## src/rtl/mrd_to_rns_horner.sv

```systemverilog
// mrd_to_rns_horner
// Re-encodes a six-digit mixed-radix vector (a4 least significant .. a9) into
// residues modulo three target moduli. The value
//    X = a4 + R4*(a5 + R5*(a6 + R6*(a7 + R7*(a8 + R8*a9))))
// is evaluated by Horner's rule. Each multiply by a radix is done bit-serially,
// MSB first, with single conditional-subtract reductions, so no wide
// multiplier and no intermediate wider than DATA_WIDTH+1 bits is needed.
//
// Ports
//    clk                    rising-edge clock
//    reset                  synchronous, active-high
//    in_valid / in_ready    input handshake; in_ready only while idle
//    Dig_in_4_..Dig_in_9_   mixed-radix digits
//    Sgn_in                 sign sideband, captured on accept
//    out_valid / out_ready  output handshake; outputs hold while stalled
//    Res_out_A/B/C          X mod MOD_A / MOD_B / MOD_C
//    Sgn_out                captured Sgn_in
//    Dig_err                some captured digit was out of range

// One residue channel. Holds the Horner accumulator and the partial product
// of the bit-serial modular multiply. All operands stay below MOD, which must
// exceed 2^(DATA_WIDTH-1) so that a raw digit reduces with one subtract.
module mrd_to_rns_horner_ch #(
   parameter int          DATA_WIDTH = 18,
   parameter int unsigned MOD        = 177147
) (
   input  logic                  clk,
   input  logic                  reset,
   input  logic                  i_init,
   input  logic                  i_mul,
   input  logic                  i_add,
   input  logic                  i_bit,
   input  logic [DATA_WIDTH-1:0] i_top,
   input  logic [DATA_WIDTH-1:0] i_dig,
   output logic [DATA_WIDTH-1:0] o_acc_nxt
);

   localparam logic [DATA_WIDTH:0] LP_MOD = (DATA_WIDTH+1)'(MOD);

   // Input must be below 2*MOD; result is below MOD.
   function automatic logic [DATA_WIDTH-1:0] f_cond_sub(input logic [DATA_WIDTH:0] v);
      logic [DATA_WIDTH:0] d;
      d = v - LP_MOD;
      if (v >= LP_MOD) return d[DATA_WIDTH-1:0];
      else             return v[DATA_WIDTH-1:0];
   endfunction

   logic [DATA_WIDTH-1:0] r_acc;
   logic [DATA_WIDTH-1:0] r_t;

   logic [DATA_WIDTH-1:0] w_t_dbl;
   logic [DATA_WIDTH-1:0] w_t_sum;
   logic [DATA_WIDTH-1:0] w_t_nxt;
   logic [DATA_WIDTH-1:0] w_dig_red;
   logic [DATA_WIDTH-1:0] w_top_red;
   logic [DATA_WIDTH-1:0] w_acc_add;

   assign w_t_dbl   = f_cond_sub({r_t, 1'b0});
   assign w_t_sum   = f_cond_sub({1'b0, w_t_dbl} + {1'b0, r_acc});
   assign w_t_nxt   = i_bit ? w_t_sum : w_t_dbl;
   assign w_dig_red = f_cond_sub({1'b0, i_dig});
   assign w_top_red = f_cond_sub({1'b0, i_top});
   assign w_acc_add = f_cond_sub({1'b0, r_t} + {1'b0, w_dig_red});
   assign o_acc_nxt = w_acc_add;

   // t is cleared whenever a multiply is about to start (after INIT and after
   // every ADD), so the first MUL cycle starts from t = 0.
   always_ff @(posedge clk) begin
      if (reset) begin
         r_acc <= '0;
         r_t   <= '0;
      end else if (i_init) begin
         r_acc <= w_top_red;
         r_t   <= '0;
      end else if (i_mul) begin
         r_t   <= w_t_nxt;
      end else if (i_add) begin
         r_acc <= w_acc_add;
         r_t   <= '0;
      end
   end

endmodule

// Top level.
//    state | meaning
//    IDLE  | waiting for a word, in_ready = 1
//    INIT  | acc <- a9 mod M on every channel
//    MUL   | DATA_WIDTH cycles: t <- acc * R_k mod M, radix bits MSB first
//    ADD   | acc <- (t + a_k) mod M; next k or finish
//    OUT   | result presented until out_ready
module mrd_to_rns_horner #(
   parameter int          DATA_WIDTH = 18,
   parameter int unsigned RADIX_4    = 262027,
   parameter int unsigned RADIX_5    = 262049,
   parameter int unsigned RADIX_6    = 262051,
   parameter int unsigned RADIX_7    = 262069,
   parameter int unsigned RADIX_8    = 262079,
   parameter int unsigned RADIX_9    = 262103,
   parameter int unsigned MOD_A      = 177147,
   parameter int unsigned MOD_B      = 262103,
   parameter int unsigned MOD_C      = 262079
) (
   input  logic                  clk,
   input  logic                  reset,
   input  logic                  in_valid,
   output logic                  in_ready,
   input  logic [DATA_WIDTH-1:0] Dig_in_4_,
   input  logic [DATA_WIDTH-1:0] Dig_in_5_,
   input  logic [DATA_WIDTH-1:0] Dig_in_6_,
   input  logic [DATA_WIDTH-1:0] Dig_in_7_,
   input  logic [DATA_WIDTH-1:0] Dig_in_8_,
   input  logic [DATA_WIDTH-1:0] Dig_in_9_,
   input  logic [1:0]            Sgn_in,
   output logic                  out_valid,
   input  logic                  out_ready,
   output logic [DATA_WIDTH-1:0] Res_out_A,
   output logic [DATA_WIDTH-1:0] Res_out_B,
   output logic [DATA_WIDTH-1:0] Res_out_C,
   output logic [1:0]            Sgn_out,
   output logic                  Dig_err
);

   localparam logic [2:0] S_IDLE = 3'd0;
   localparam logic [2:0] S_INIT = 3'd1;
   localparam logic [2:0] S_MUL  = 3'd2;
   localparam logic [2:0] S_ADD  = 3'd3;
   localparam logic [2:0] S_OUT  = 3'd4;

   localparam int CW = $clog2(DATA_WIDTH);

   localparam logic [DATA_WIDTH-1:0] LP_R4 = DATA_WIDTH'(RADIX_4);
   localparam logic [DATA_WIDTH-1:0] LP_R5 = DATA_WIDTH'(RADIX_5);
   localparam logic [DATA_WIDTH-1:0] LP_R6 = DATA_WIDTH'(RADIX_6);
   localparam logic [DATA_WIDTH-1:0] LP_R7 = DATA_WIDTH'(RADIX_7);
   localparam logic [DATA_WIDTH-1:0] LP_R8 = DATA_WIDTH'(RADIX_8);
   localparam logic [DATA_WIDTH-1:0] LP_R9 = DATA_WIDTH'(RADIX_9);

   localparam logic [CW-1:0] LP_BIT_LAST  = CW'(DATA_WIDTH-1);
   localparam logic [2:0]    LP_STEP_LAST = 3'd4;

   logic [2:0]            r_state;
   logic [CW-1:0]         r_bit_cnt;
   // r_step 0..4 selects k = 8..4
   logic [2:0]            r_step;
   // r_dig[0..5] hold a4..a9
   logic [DATA_WIDTH-1:0] r_dig [6];

   logic                  w_accept;
   logic                  w_dig_err;
   logic                  w_init;
   logic                  w_mul;
   logic                  w_add;
   logic                  w_last_add;
   logic [DATA_WIDTH-1:0] w_radix;
   logic [DATA_WIDTH-1:0] w_radix_sh;
   logic                  w_bit;
   logic [DATA_WIDTH-1:0] w_dig_k;
   logic [DATA_WIDTH-1:0] w_acc_nxt_a;
   logic [DATA_WIDTH-1:0] w_acc_nxt_b;
   logic [DATA_WIDTH-1:0] w_acc_nxt_c;

   assign in_ready  = (r_state == S_IDLE);
   assign out_valid = (r_state == S_OUT);
   assign w_accept  = in_valid & in_ready;

   assign w_dig_err = (Dig_in_4_ >= LP_R4) | (Dig_in_5_ >= LP_R5) |
                      (Dig_in_6_ >= LP_R6) | (Dig_in_7_ >= LP_R7) |
                      (Dig_in_8_ >= LP_R8) | (Dig_in_9_ >= LP_R9);

   assign w_init     = (r_state == S_INIT);
   assign w_mul      = (r_state == S_MUL);
   assign w_add      = (r_state == S_ADD);
   assign w_last_add = w_add & (r_step == LP_STEP_LAST);

   always_comb begin
      w_radix = LP_R4;
      w_dig_k = r_dig[0];
      case (r_step)
         3'd0: begin w_radix = LP_R8; w_dig_k = r_dig[4]; end
         3'd1: begin w_radix = LP_R7; w_dig_k = r_dig[3]; end
         3'd2: begin w_radix = LP_R6; w_dig_k = r_dig[2]; end
         3'd3: begin w_radix = LP_R5; w_dig_k = r_dig[1]; end
         default: begin w_radix = LP_R4; w_dig_k = r_dig[0]; end
      endcase
   end

   // Shifting the radix left by the bit count brings the current bit to the
   // MSB, giving the MSB-first scan without a variable bit index.
   assign w_radix_sh = w_radix << r_bit_cnt;
   assign w_bit      = w_radix_sh[DATA_WIDTH-1];

   mrd_to_rns_horner_ch #(.DATA_WIDTH(DATA_WIDTH), .MOD(MOD_A)) u_ch_a (
      .clk      (clk),
      .reset    (reset),
      .i_init   (w_init),
      .i_mul    (w_mul),
      .i_add    (w_add),
      .i_bit    (w_bit),
      .i_top    (r_dig[5]),
      .i_dig    (w_dig_k),
      .o_acc_nxt(w_acc_nxt_a)
   );

   mrd_to_rns_horner_ch #(.DATA_WIDTH(DATA_WIDTH), .MOD(MOD_B)) u_ch_b (
      .clk      (clk),
      .reset    (reset),
      .i_init   (w_init),
      .i_mul    (w_mul),
      .i_add    (w_add),
      .i_bit    (w_bit),
      .i_top    (r_dig[5]),
      .i_dig    (w_dig_k),
      .o_acc_nxt(w_acc_nxt_b)
   );

   mrd_to_rns_horner_ch #(.DATA_WIDTH(DATA_WIDTH), .MOD(MOD_C)) u_ch_c (
      .clk      (clk),
      .reset    (reset),
      .i_init   (w_init),
      .i_mul    (w_mul),
      .i_add    (w_add),
      .i_bit    (w_bit),
      .i_top    (r_dig[5]),
      .i_dig    (w_dig_k),
      .o_acc_nxt(w_acc_nxt_c)
   );

   always_ff @(posedge clk) begin
      if (reset) begin
         r_state   <= S_IDLE;
         r_bit_cnt <= '0;
         r_step    <= '0;
         Sgn_out   <= '0;
         Dig_err   <= 1'b0;
         for (int i = 0; i < 6; i++) r_dig[i] <= '0;
      end else begin
         case (r_state)
            S_IDLE: begin
               if (w_accept) begin
                  r_dig[0] <= Dig_in_4_;
                  r_dig[1] <= Dig_in_5_;
                  r_dig[2] <= Dig_in_6_;
                  r_dig[3] <= Dig_in_7_;
                  r_dig[4] <= Dig_in_8_;
                  r_dig[5] <= Dig_in_9_;
                  Sgn_out  <= Sgn_in;
                  Dig_err  <= w_dig_err;
                  r_state  <= S_INIT;
               end
            end
            S_INIT: begin
               r_bit_cnt <= '0;
               r_step    <= '0;
               r_state   <= S_MUL;
            end
            S_MUL: begin
               if (r_bit_cnt == LP_BIT_LAST) begin
                  r_state <= S_ADD;
               end else begin
                  r_bit_cnt <= r_bit_cnt + 1'b1;
               end
            end
            S_ADD: begin
               r_bit_cnt <= '0;
               if (r_step == LP_STEP_LAST) begin
                  r_state <= S_OUT;
               end else begin
                  r_step  <= r_step + 1'b1;
                  r_state <= S_MUL;
               end
            end
            S_OUT: begin
               if (out_ready) r_state <= S_IDLE;
            end
            default: r_state <= S_IDLE;
         endcase
      end
   end

   // Result registers load only on the final ADD, so they never show a
   // partial value and stay frozen through OUT regardless of stalls.
   always_ff @(posedge clk) begin
      if (reset) begin
         Res_out_A <= '0;
         Res_out_B <= '0;
         Res_out_C <= '0;
      end else if (w_last_add) begin
         Res_out_A <= w_acc_nxt_a;
         Res_out_B <= w_acc_nxt_b;
         Res_out_C <= w_acc_nxt_c;
      end
   end

endmodule

```

## config.mk

```make
export PLATFORM = sky130hd
export DESIGN_NAME = mrd_to_rns_horner
export DESIGN_NICKNAME = d
export VERILOG_FILES = /design/src/rtl/mrd_to_rns_horner.sv
export SDC_FILE = /design/constraint.sdc
export NUM_CORES = 1
export LEC_CHECK = 0
export ABC_AREA = 0
export CAP_MARGIN = 20
export CORE_UTILIZATION = 60
export CTS_CLUSTER_DIAMETER = 80
export DETAILED_ROUTE_END_ITERATION = 10
export HOLD_SLACK_MARGIN = 0.15
export PLACE_DENSITY = 0.78
export SYNTH_ARGS = -nofsm -noshare
export SYNTH_HDL_FRONTEND = slang
export SYNTH_HIERARCHICAL = 1
export SYNTH_SLANG_ARGS = --single-unit
```

## constraint.sdc

```tcl
create_clock -name clk -period 8.52 [get_ports clk]
set_clock_uncertainty 0.15 [all_clocks]
set_input_delay 1.704 -clock clk [delete_from_list [all_inputs] [get_ports clk]]
set_output_delay 1.704 -clock clk [all_outputs]
set_load 0.05 [all_outputs]
```

**Yosys cells after proc, flatten, opt, wreduce, memory -nomap -nowiden**

Memories as Yosys holds them, arrays and structs flattened.
Cells that the tools add are included.

- Add/sub/neg operators: 23
- $mul: 0
- Div/mod/pow operators: 0
- Order comparisons: 21
- Eq/ne operators: 15
- Shift operators: 1
- Multiplexer cells: 54
- Bitwise operators: 13
- Reduce and logical (&&, ||, !) cells: 12

Operators by type and width:

| operator | number |
|---|---|
| 2-to-1 mux 18 bit | 37 |
| subtractor 18 bit (second input constant) | 15 |
| >= comparator 18 bit (second input constant) | 12 |
| >= comparator 19 x 18 -> 1 bit (second input constant) | 9 |
| adder 18 x 18 -> 19 bit | 6 |
| one-hot mux 18 bit (4 select lines) | 1 |
| one-hot mux 6 bit (4 select lines) | 1 |
| left shift 18 x 5 -> 18 bit | 1 |
| 2-to-1 mux 3 bit | 5 |
| one-hot mux 3 bit (5 select lines) | 1 |
| equality test 3 x 2 -> 1 bit (second input constant) | 4 |
| OR 1 bit | 11 |
| one-hot mux 5 bit (2 select lines) | 1 |
| AND reduction 2 bit | 4 |
| equality test 3 x 1 -> 1 bit (second input constant) | 2 |
| equality test 3 bit (second input constant) | 2 |
| zero test 3 bit | 2 |
| 2-to-1 mux 1 bit | 6 |
| != test 2 x 1 -> 1 bit (second input constant) | 3 |
| != test 2 bit (second input constant) | 3 |
| one-hot mux 3 bit (2 select lines) | 1 |
| nonzero test 2 bit | 3 |
| adder 5 x 1 -> 5 bit (second input constant) | 1 |
| equality test 5 bit (second input constant) | 1 |
| 5 further kinds | 7 |

- Bits in registers: 176
- Latch bits: 0
- Memory bits (writable): 108
- ROM bits: 0
- Input bits: 114
- Output and inout bits: 59
- Logic and storage cells: 154
- Memories kept: 1

Memories:

| memory | words | bits a word | rd ports | clocked after Yosys merged registers in | wr ports | line | RTL |
|---|---|---|---|---|---|---|---|
| r_dig | 6 | 18 | 6 | 0 | 6 | 147 | `logic [DATA_WIDTH-1:0] r_dig [6];` |

**Logic depth before layout (Yosys ltp)**

- Depth in word-level cells: 10
- Gate-level depth with buffers: 35
- Depth with buffers taken out: 30

**Cells and area by module**

The synthesis kept the hierarchy.

Modules (own cells, without submodules):

| module | instances | cells each | area each (um^2) | sequential area each (um^2) |
|---|---|---|---|---|
| mrd_to_rns_horner | 1 | 687 | 7487.2 | 4604.4 |
| mrd_to_rns_horner_ch (u_ch_a) | 1 | 770 | 5691.7 | 720.7 |
| mrd_to_rns_horner_ch (u_ch_c) | 1 | 704 | 5201.2 | 720.7 |
| mrd_to_rns_horner_ch (u_ch_b) | 1 | 669 | 5001.0 | 720.7 |

**Worst setup path after synthesis**

No wires, ideal clock.

- Kind: reg2reg
- From: register r_step[2]
- To: register u_ch_a.r_acc[13]
- Library setup time: 0.134 ns
- Data arrival time: 6.658 ns
- Data required time: 8.236 ns
- Setup slack: 1.578 ns
- Cell stages (with the launch flop): 31
- Path buffers: 5
- Clock period less this slack: 6.942 ns
- Cells stage by stage: dfxtp_1 > buf_2 > inv_1 > ha_1 > buf_2 > o21bai_1 > buf_2 > clkbuf_1 > a31oi_1 > ha_1 > nor2_1 > nor2_1 > or3_1 > and3_1 > o21a_1 > o21ai_0 > clkbuf_1 > xnor2_1 > ha_1 > inv_1 > fa_1 > nor2b_1 > o2111ai_1 > a311o_1 > and3_1 > o211ai_1 > a211oi_1 > o41ai_2 > nand2_4 > and4_1 > or4_1

- Longest elaborated chain between the ends: 10
- Elaborated cells between the ends (all ways): 15
- Those cells by class: 3 x add/sub; 2 x order compare; 3 x eq/ne; 6 x mux; 1 x reduce/logical

Ends and longest elaborated chain:

| item | line | RTL |
|---|---|---|
| start, declared | 145 | `logic [2:0] r_step;` |
| start signal, assigned | 269 | `r_step <= r_step + 1'b1;` |
| equality test 3 x 2 -> 1 bit (tied with other cells) | 179 | `case (r_step)` |
| one-hot mux 18 bit (4 select lines) (*) | 179 |  |
| named net w_dig_k[1] | 158 | `logic [DATA_WIDTH-1:0] w_dig_k;` |
| subtractor 18 bit or >= comparator 18 bit (tied branches) | 43, 44 |  |
| 2-to-1 mux 18 bit (*) | 44 | `if (v >= LP_MOD) return d[DATA_WIDTH-1:0];` |
| adder 18 x 18 -> 19 bit (*) | 63 | `assign w_acc_add = f_cond_sub({1'b0, r_t} + {1'b0, w_dig_red});` |
| subtractor 18 bit or >= comparator 19 x 18 -> 1 bit (tied branches) | 43, 44 |  |
| 2-to-1 mux 18 bit (*) | 44 |  |
| 2-to-1 mux 18 bit (*) | 77 | `end else if (i_add) begin` |
| 2-to-1 mux 18 bit (*) | 75 | `end else if (i_mul) begin` |
| 2-to-1 mux 18 bit (*) | 72 | `end else if (i_init) begin` |
| end signal, assigned | 73 | `r_acc <= w_top_red;` |
| end signal, assigned | 78 | `r_acc <= w_acc_add;` |
| end, declared | 48 | `logic [DATA_WIDTH-1:0] r_acc;` |

The timed path passes the listed nets; every way through them passes the cells marked *. The select of a mux whose other input is x is not followed.
A chain may end at the register's enable or synchronous reset.

**Final worst setup path**

Same ends and word-level chain as after synthesis.

==> results.cfg <==
[run_status]
status = finished clean

[job]
cap_violations = 0

[synthesis]
yosys.area.top_type = dfxtp_1
syn_nets = 3081
ys_ff_latch = 284
synth_edf_count = 108
synth_seq_area_share_pct = 28.9
syn_area_um2 = 23400
ys_warn_count = 6
syn_avg_cell_area_um2 = 8.26
synth_most_common_cell = nand2_1
ys_types = 121
yosysTopAreaCellShare_pct = 15.1
ys_async_sr_fraction_pct = 0
synth_ff_type = dfxtp_1
synth_cells = 2830
yosys-top-cells-count = 310 x nand2_1, 211 x a21oi_1, 201 x nor2_1, 176 x dfxtp_1, 141 x and2_1
synth_area_leaders = dfxtp_1 15%, edfxtp_1 14%, ha_1 7.0%, nand2_1 5.0%, xnor2_1 4.6%

[clocking]
cts_hold_buf = 0
cts-root-buf = clkbuf_16
postCtsResizedCells = 0
cts_tree = yes
cts.sinks = 284
cts_buffer_depth = 3
cts_buffers = 31
clkTransAtPathRegs_ns = 0.06
post_cts_buffers = 0
clk_latency_ns = 0.61
h-tree-depth = 1

[pwr]
switching_share_pct = 34.5
power_frac_seq_pct = 40.0
p_switching_mw = 1.40
p_int_mw = 2.66
irDropWorstVdd_uv = 169
combPwrFrac_pct = 27.5
p_leak_nw = 10.4
clockPowerShare_pct = 32.5
power.density_nw_per_um2 = 153

[detailed_routing]
postRouteAntennaNets = 0
first_pass_iters = 6
wl_met3_um = 7210
met2RoutedLength_um = 35300
drt-total-wl_um = 78000
drt_iter0_markers = 2676
wl_met1_um = 31900
maxUsedRoutingLayer = met4
drc = 0
avgViaCountPerCell = 6.71
vias = 23300
wl_per_cell_um = 22.4

[setup_path]
rrSetupSlack_ns = 0.49
crit_start = r_step[2]
worst_setup_path_end_kind = flip-flop
r2r_end = u_ch_a/r_acc[13]
r2r_start = r_step[2]
worstRegToRegCells = 30
worst_path_most_repeated_cell = buf_4
worstPathArrival_ns = 8.36
worstSetupPathType = reg -> reg
max_stage_delay_ns = 0.80
cp-endpoint = u_ch_a/r_acc[13]
required_ns = 8.85
critPathLaunchType = flip-flop
worstPathMaxFanout = 19
slowest_stage = a2111oi_4

[placed_design]
postPlaceCellArea_um2 = 25400
hpwl_um = 58900
io_buffer_count = 172
gp_congestion = 0.969

[global_routing]
grtUsageTotal_pct = 37.9
grt_pass1_vias = 21500
grt_pass1_wl_um = 118000
grt_start_max_net_pins = 108
gr-total-overflow = 0
antenna_found_initial = 0

[layout]
diodes = 0
area_growth_pct = 13.1
seqCellArea_um2 = 6770
finalNetCount = 3196
drive_gt1_share_pct = 6.71
final_area_um2 = 26400
multi_input_area_um2 = 15800
fill_cells = 3153

[hold_path]
whs_path_depth = 2
holdCritPathClass = reg -> reg

[sta]
hold_violations = 0
maxSlewViolCount = 0
fin_crit_ns = 8.03
holdWs_ns = 0.303
finalSetupViolations = 0
max-slew-margin-rel_pct = 22.9
period_share_pct = 94.3
fmax_ghz = 0.124
setup_tns_ns = 0
rsz0062_at_grt = false
tightest_slew_ns = 1.13

[floorplanning]
rows = 71
core_area_um2 = 38000
fp.dieW_um = 199
fp.dieArea_um2 = 39800
start_util_pct = 61.5
ios = 173
die_y_um = 199
==> cells by family after synthesis <==
logic type / Yosys count / share of synthesized area [%]
flops: 284 / 28.9
xor+xnor: 236 / 8.94
buf+inv: 184 / 3.61
compound gates: 861 / 25.7
simple gates: 1107 / 24.3
fa+ha+maj: 137 / 7.52
mux: 21 / 0.942
==> per-layer routing <==
layer / vias up / track usage (%)
li1: 10800 / -
met1: 11100 / 49.3
met2: 1246 / 61.3
met3: 221 / 6.63
met4: 0 / 17.2
met5: - / 0
==> critical path: cells and delay by family, from the launching register on <==
kind                       cells  cell delay, ns
AOI/OAI and AO/OA              9            2.63
and+or+nand+nor               10            2.27
adders and majority gates      4            1.08
buffers and inverters          6            1.05
DFF                            1            0.51
xor gates and xnor gates       1            0.17
==> power groups by stage <==
stage / sequential (mW) / clock (mW) / combinational (mW)
after floorplan: 1.59 / 0 / 0.754
after global placement: 1.64 / 0 / 1.06
after detailed placement: 1.64 / 0 / 1.07
after CTS: 1.61 / 1.32 / 1.08
after global routing: 1.62 / 1.37 / 1.19
final: 1.62 / 1.32 / 1.12
==> sequential cells by signal, indices dropped and copies added, names as in the netlist <==
signal and count:
u_ch_c/r_acc 18, u_ch_a/r_acc 18, r_bit_cnt 5, r_state 3, u_ch_b/r_t 18, u_ch_c/r_t 18, r_step 3, r_dig 108
Dig_err 1, Res_out_B 18, u_ch_a/r_t 18, u_ch_b/r_acc 18, Sgn_out 2, Res_out_A 18, Res_out_C 18
==> layout by cell type, fill, tap and decap left out, types with 19 or more instances in the layout <==
cell	n
nand2_1	310
a21oi_1	211
nor2_1	201
dfxtp_1	176
clkdlybuf4s50_1	171
and2_1	141
ha_1	131
xnor2_1	123
o21ai_0	117
xor2_1	110
edfxtp_1	108
a22oi_1	91
nand3_1	91
nor3_1	71
nand4_1	63
a21o_1	62
a31oi_1	54
inv_1	48
and3_1	48
buf_4	44
o21a_1	35
clkbuf_16	31
nor2b_1	30
a211oi_1	29
o211ai_1	22
or3_1	21
nand2b_1	19
==> metrics by stage <==
stage / std cells / util [%] / setup WS (ns) / power, mW
6_report: 3477 / 69.5 / 0.487 / 4.06
4_1_cts: 3476 / 69.5 / 0.629 / 4.02
3_3_place_gp: 3422 / 66.9 / 0.817 / 2.70
5_1_grt: 3477 / 69.5 / 0.157 / 4.19
2_1_floorplan: 2830 / - / 1.58 / 2.35
3_5_place_dp: 3422 / 66.9 / 0.691 / 2.72
==> area by class of cell <==
type	count	share of cell area [%]
multi-input cells	2362	59.8
well taps	511	2.42
clock inverters	15	0.535
inverters	50	0.710
flip-flops and latches	284	25.6
repair buffers	216	7.83
clock buffers	39	3.09
==> how the worst min path moves through the flow <==
stage / from / endpoint / slack (ns)
finish: Res_out_B[17] / Res_out_B[17] / 0.30
global route: Res_out_B[12] / Res_out_B[12] / 0.32
CTS: Res_out_B[17] / Res_out_B[17] / 0.31
detailed placement: Res_out_A[3] / Res_out_A[3] / 0.30
global placement: Res_out_C[15] / Res_out_C[15] / 0.29
floorplan: u_ch_c/r_acc[6] / u_ch_c/r_acc[6] / 0.31
(Power assumes the default switching activity.)
